--- config.mk ---
export PLATFORM = sky130hd
export DESIGN_NAME = johnson_ring_counter
export DESIGN_NICKNAME = d
export VERILOG_FILES = /design/src/rtl/johnson_pkg.sv /design/src/rtl/tick_divider.sv /design/src/rtl/johnson_ring_counter.sv
export SDC_FILE = /design/constraint.sdc
export NUM_CORES = 1
export LEC_CHECK = 0
export ABC_AREA = 1
export BUFFER_PORTS_ARGS = -buffer_cell sky130_fd_sc_hd__buf_4
export CAP_MARGIN = 20
export CORE_ASPECT_RATIO = 0.8
export CORE_MARGIN = 3
export CORE_UTILIZATION = 54
export CTS_CLUSTER_SIZE = 8
export DETAILED_ROUTE_END_ITERATION = 16
export PLACE_DENSITY = 0.74
export SLEW_MARGIN = 0
export SYNTH_ARGS = -nofsm -noshare
export SYNTH_HDL_FRONTEND = slang
export SYNTH_SLANG_ARGS = --single-unit
export TNS_END_PERCENT = 5
--- constraint.sdc ---
create_clock -name clk -period 2.9 [get_ports clk]
set_clock_uncertainty 0.1 [all_clocks]
set_input_delay 0.58 -clock clk [delete_from_list [all_inputs] [get_ports clk]]
set_output_delay 0.58 -clock clk [all_outputs]
set_load 0.05 [all_outputs]
--- src/rtl/johnson_pkg.sv ---
// Shared encodings and helpers for the
// Johnson / one-hot ring LED counter.
package johnson_pkg;

  localparam logic MODE_JOHNSON = 1'b0;
  localparam logic MODE_RING    = 1'b1;

  localparam logic DIR_FWD = 1'b0;
  localparam logic DIR_REV = 1'b1;

  // Width of the phase index for a w-bit counter
  function automatic int idx_w(int w);
    return $clog2(2 * w);
  endfunction

endpackage

--- src/rtl/tick_divider.sv ---
// Terminal-count clock-enable generator.
// Emits a one-cycle tick every DIVISOR enabled clocks.
module tick_divider #(
  parameter int DIVISOR = 50000000
) (
  input  logic clk,
  input  logic rst,
  input  logic en,
  output logic tick
);

  localparam int DW = (DIVISOR > 1) ? $clog2(DIVISOR) : 1;
  localparam logic [DW-1:0] TERM = DW'(DIVISOR - 1);

  logic [DW-1:0] dcnt;

  assign tick = en && (dcnt == TERM);

  // Count enabled cycles, restart on the terminal count
  always_ff @(posedge clk) begin
    if (rst)
      dcnt <= '0;
    else if (tick)
      dcnt <= '0;
    else if (en)
      dcnt <= dcnt + DW'(1);
  end

endmodule

--- src/rtl/johnson_ring_counter.sv ---
// Johnson / one-hot ring counter with enable divider,
// phase index and self-correction of illegal states.
module johnson_ring_counter
  import johnson_pkg::*;
#(
  parameter int WIDTH   = 4,
  parameter int DIVISOR = 50000000
) (
  input  logic                      clk,
  input  logic                      rst,
  input  logic                      en,
  input  logic                      mode,
  input  logic                      dir,
  output logic [WIDTH-1:0]          q,
  output logic [idx_w(WIDTH)-1:0]   idx,
  output logic                      step,
  output logic                      wrap,
  output logic                      illegal
);

  localparam int IW = idx_w(WIDTH);
  localparam logic [WIDTH-1:0] RING_SEED =
    {1'b1, {(WIDTH-1){1'b0}}};

  logic             tick;
  logic [WIDTH-1:0] seed;
  logic [WIDTH-1:0] nq;

  tick_divider #(.DIVISOR(DIVISOR)) u_div (
    .clk  (clk),
    .rst  (rst),
    .en   (en),
    .tick (tick)
  );

  // Johnson legal: at most one boundary between
  // adjacent bits (ones-then-zeros or zeros-then-ones)
  function automatic logic legal_j(logic [WIDTH-1:0] v);
    logic [WIDTH-2:0] d;
    d = v[WIDTH-1:1] ^ v[WIDTH-2:0];
    return (d & (d - (WIDTH-1)'(1))) == '0;
  endfunction

  function automatic logic legal_r(logic [WIDTH-1:0] v);
    return (v != '0) &&
           ((v & (v - WIDTH'(1))) == '0);
  endfunction

  // Sequence position of a legal state
  function automatic logic [IW-1:0] pos_of(
    logic [WIDTH-1:0] v,
    logic             m
  );
    int pc;
    int p;
    pc = 0;
    p  = 0;
    for (int i = 0; i < WIDTH; i++)
      pc += int'(v[i]);
    if (m == MODE_RING) begin
      for (int i = 0; i < WIDTH; i++)
        if (v[i]) p = WIDTH - 1 - i;
    end else if (v[WIDTH-1]) begin
      p = pc;
    end else if (pc != 0) begin
      p = 2 * WIDTH - pc;
    end
    return IW'(p);
  endfunction

  assign seed    = (mode == MODE_RING) ? RING_SEED : '0;
  assign illegal = (mode == MODE_RING) ? !legal_r(q)
                                       : !legal_j(q);

  // Next state: reseed when illegal, else shift
  always_comb begin
    nq = q;
    if (illegal) begin
      nq = seed;
    end else begin
      unique case ({mode, dir})
        {MODE_JOHNSON, DIR_FWD}:
          nq = {~q[0], q[WIDTH-1:1]};
        {MODE_JOHNSON, DIR_REV}:
          nq = {q[WIDTH-2:0], ~q[WIDTH-1]};
        {MODE_RING, DIR_FWD}:
          nq = {q[0], q[WIDTH-1:1]};
        {MODE_RING, DIR_REV}:
          nq = {q[WIDTH-2:0], q[WIDTH-1]};
        default:
          nq = q;
      endcase
    end
  end

  // State, phase index and registered pulses
  always_ff @(posedge clk) begin
    if (rst) begin
      q    <= '0;
      idx  <= '0;
      step <= 1'b0;
      wrap <= 1'b0;
    end else begin
      step <= tick;
      wrap <= tick && (nq == seed);
      if (tick) begin
        q   <= nq;
        idx <= pos_of(nq, mode);
      end
    end
  end

endmodule

==> impl_metrics.yaml <==
route:
  wl_met1_um: 2470
  routed_wl_um: 4710
  wl_per_cell_um: 12.3
  drc: 0
  dr.max_layer_used: "met4"
  drt-initial-drc-count: 128
  met2_length_um: 1920
  drt_first_pass_iters: 4
  vias: 1975
  wl_met3_um: 254
  vias_per_cell: 5.14
  ant_nets: 0
synthesis:
  synth_compound_area_share_pct: 10.4
  syn_inst: 305
  ys_async_sr_fraction_pct: 0
  yosys.area_share.xor_xnor_pct: 4.00
  ys_top_cells_by_area: "dfxtp_1 (32%), nand2_1 (12%), inv_1 (8.0%)"
  avgSynthCellArea_sq_um: 7.19
  synth_edf_count: 0
  synthAdderAreaFrac_pct: 7.19
  synthMuxAreaShare_pct: 0
  yosys_warnings: 0
  yosys_most_used_dff: "dfxtp_1"
  synth-simple-area-share_pct: 34.8
  syn_area_sq_um: 2190
  synth-seq-area-share_pct: 32.0
  yosys_register_bits: 35
  synth.largest_area_cell: "dfxtp_1"
  synth_top_family_by_area: "simple AND/OR/NAND/NOR gates"
  ys_types: 34
  synth_nets: 322
  yosysTopAreaCellShare_pct: 32.0
global_routing:
  grt_overflow: 0
  grt_pass1_wl_um: 7830
  antenna_found_initial: 0
  grt_usage_pct: 20.1
  grt_max_degree: 23
  grt_pass1_vias: 1783
floorplanning:
  die_y_um: 63.0
  start_util_pct: 56.9
  boundaryPins: 15
  core_sq_um: 3850
  die_area_sq_um: 4860
  fp.dieW_um: 77.2
  rows: 20
worst_setup_path:
  crit_top_cell: "nand2_1"
  endpoint_kind: "flip-flop"
  cp_slowest_cell: "fa_1"
  path_cells: "inv_6 -> ha_1 -> inv_1 -> nand2_2 -> nand3_4 -> inv_1 -> o21ai_2 -> fa_1 -> ha_2 -> xnor2_2 -> xor2_1 -> nand2_1 -> nand2_1 -> nand2_1 -> nand2_1 -> nand2_1 -> nand2_1"
  crit_arrival_ns: 2.90
  path_max_fanout: 5
  startpoint_type: "flip-flop"
  crit_required_ns: 3.03
  critPathKind: "reg2reg"
  cpPeakStageDelay_ns: 0.48
worst_hold_path:
  hp-class: "reg2reg"
clock_network:
  ctsRootBufferMaster: "clkbuf_8"
  clkTransAtPathRegs_ns: 0.06
  numClockSinks: 35
  clk_latency_ns: 0.29
  cts_max_level: 2
  cts_tree: "yes"
  ctsHoldBuffers: 0
  numCtsBuffers: 5
  clk_path_buf_depth: 2
pwr:
  p_per_area_nw_per_um2: 345
  pwr-share-seq_pct: 54.5
  swShare_pct: 24.1
  p_int_mw: 0.671
  combPwrFrac_pct: 7.5
  p_switching_mw: 0.213
  max-vdd-ir-drop_uv: 334
  p_leak_nw: 1.11
  power_frac_clock_pct: 37.9
  power_mw: 0.884
layout:
  num_antenna_cells: 0
  syn_to_final_growth_pct: 16.7
  finalNonFillerCells: 384
  regArea_sq_um: 716
  multi_input_area_sq_um: 1320
  final_cell_mix: "nand2_1 (60), inv_1 (39), dfxtp_1 (31)"
  final_core_util_pct: 66.4
  layout-drive-gt1-share_pct: 27.7
  fin_area_sq_um: 2560
  final_common_cell: "nand2_1"
  fillers: 363
  fin_nets: 345
placement:
  place_ws_ns: -0.0206
  dp.cells: 372
  hpwl_um: 3510
  io_buffers: 14
  place_area_sq_um: 2380
  place.gp.congestion: 0.863
job:
  max-cap-violations: 0
sta:
  hold_slack_ns: 0.366
  fin_crit_sh_pct: 95.5
  drv_slew: 0
  max_freq_ghz: 0.361
  layout_min_cycle_time_ns: 2.77
  finalHoldViolCount: 0
  setup_viol: 0
  tns_ns: 0
  fin_ws_ns: 0.130
  slew_headroom_pct: 70.3
  worst_pin_slew_ns: 0.446
status:
  outcome: "complete, no violations"
==> cells by family (layout without fill, tap and decap cells) <==
family / count (synthesis) / in the layout
fa+ha+maj: 12 / 12
compound gates: 39 / 39
buf+inv: 59 / 83
xor+xnor: 10 / 10
simple gates: 150 / 150
flops: 35 / 35
==> cell usage after synthesis (2+ instances only) <==
master   count
nor3_2       5
nand3_2      3
inv_1       47
dfxtp_1     35
nor3_4       2
nor2_4       3
o22ai_1      4
xnor2_1      6
nor3_1       6
ha_1        11
a21oi_1     20
o21ai_2      5
inv_2        6
nor2_2       3
nand4_1      5
nand2_1     68
buf_6        4
nor2_1      28
xor2_1       4
nand3_1     16
o21ai_0      5
o21a_1       2
nand2_2      3
nor4_1       2
or2_2        3
==> routing by layer <==
metal	up-vias	global-route usage, %
met3	7	4.18
met4	0	7.11
met2	45	28.1
met5	-	0
met1	906	30.0
li1	1017	-
==> path summary, 6_finish.rpt <==
kind | from | endpoint | slack [ns] | cells past startpoint
max reg2reg | q[2] | idx[1] | 0.13 | 17
min reg2reg | idx[2] | idx[2] | 0.37 | 2
min | idx[2] | idx[2] | 0.37 | 2
max | q[2] | idx[1] | 0.13 | 17
==> critical path: cells and delay by family, from the launching register on <==
family / cells / cell delay, ns
xor gates and xnor gates: 2 / 0.37
adders and majority gates: 3 / 0.98
DFF: 1 / 0.38
and+or+nand+nor: 8 / 0.52
buffers and inverters: 3 / 0.19
AOI/OAI and AO/OA: 1 / 0.19
==> registers in the layout, indices dropped and copies added, names as in the netlist <==
signal,count
u_div.dcnt,26
q,4
idx,3
step,1
wrap,1
==> power by group through the flow <==
stage               clock (mW)  sequential [mW]  combinational [mW]
floorplan                    0            0.492              0.0508
global placement             0            0.492              0.0617
detailed placement           0            0.493              0.0635
CTS                      0.349            0.482              0.0637
global route             0.370            0.482              0.0742
finish                   0.335            0.482              0.0666
==> what timing repair did <==
item                                    in CTS  in global routing
endpoints found under the setup margin       0                  2
gates resized for setup                      0                 21
setup buffers                                0                  4
==> area by class of cell <==
cell class / instances / area share [%]
clock buffers: 7 / 2.98
multi-input cells: 211 / 51.4
inverters: 54 / 8.56
clock inverters: 1 / 0.196
flip-flops and latches: 35 / 28.0
repair buffers: 21 / 6.16
well taps: 55 / 2.69
Power figures use the tool's default switching activity.
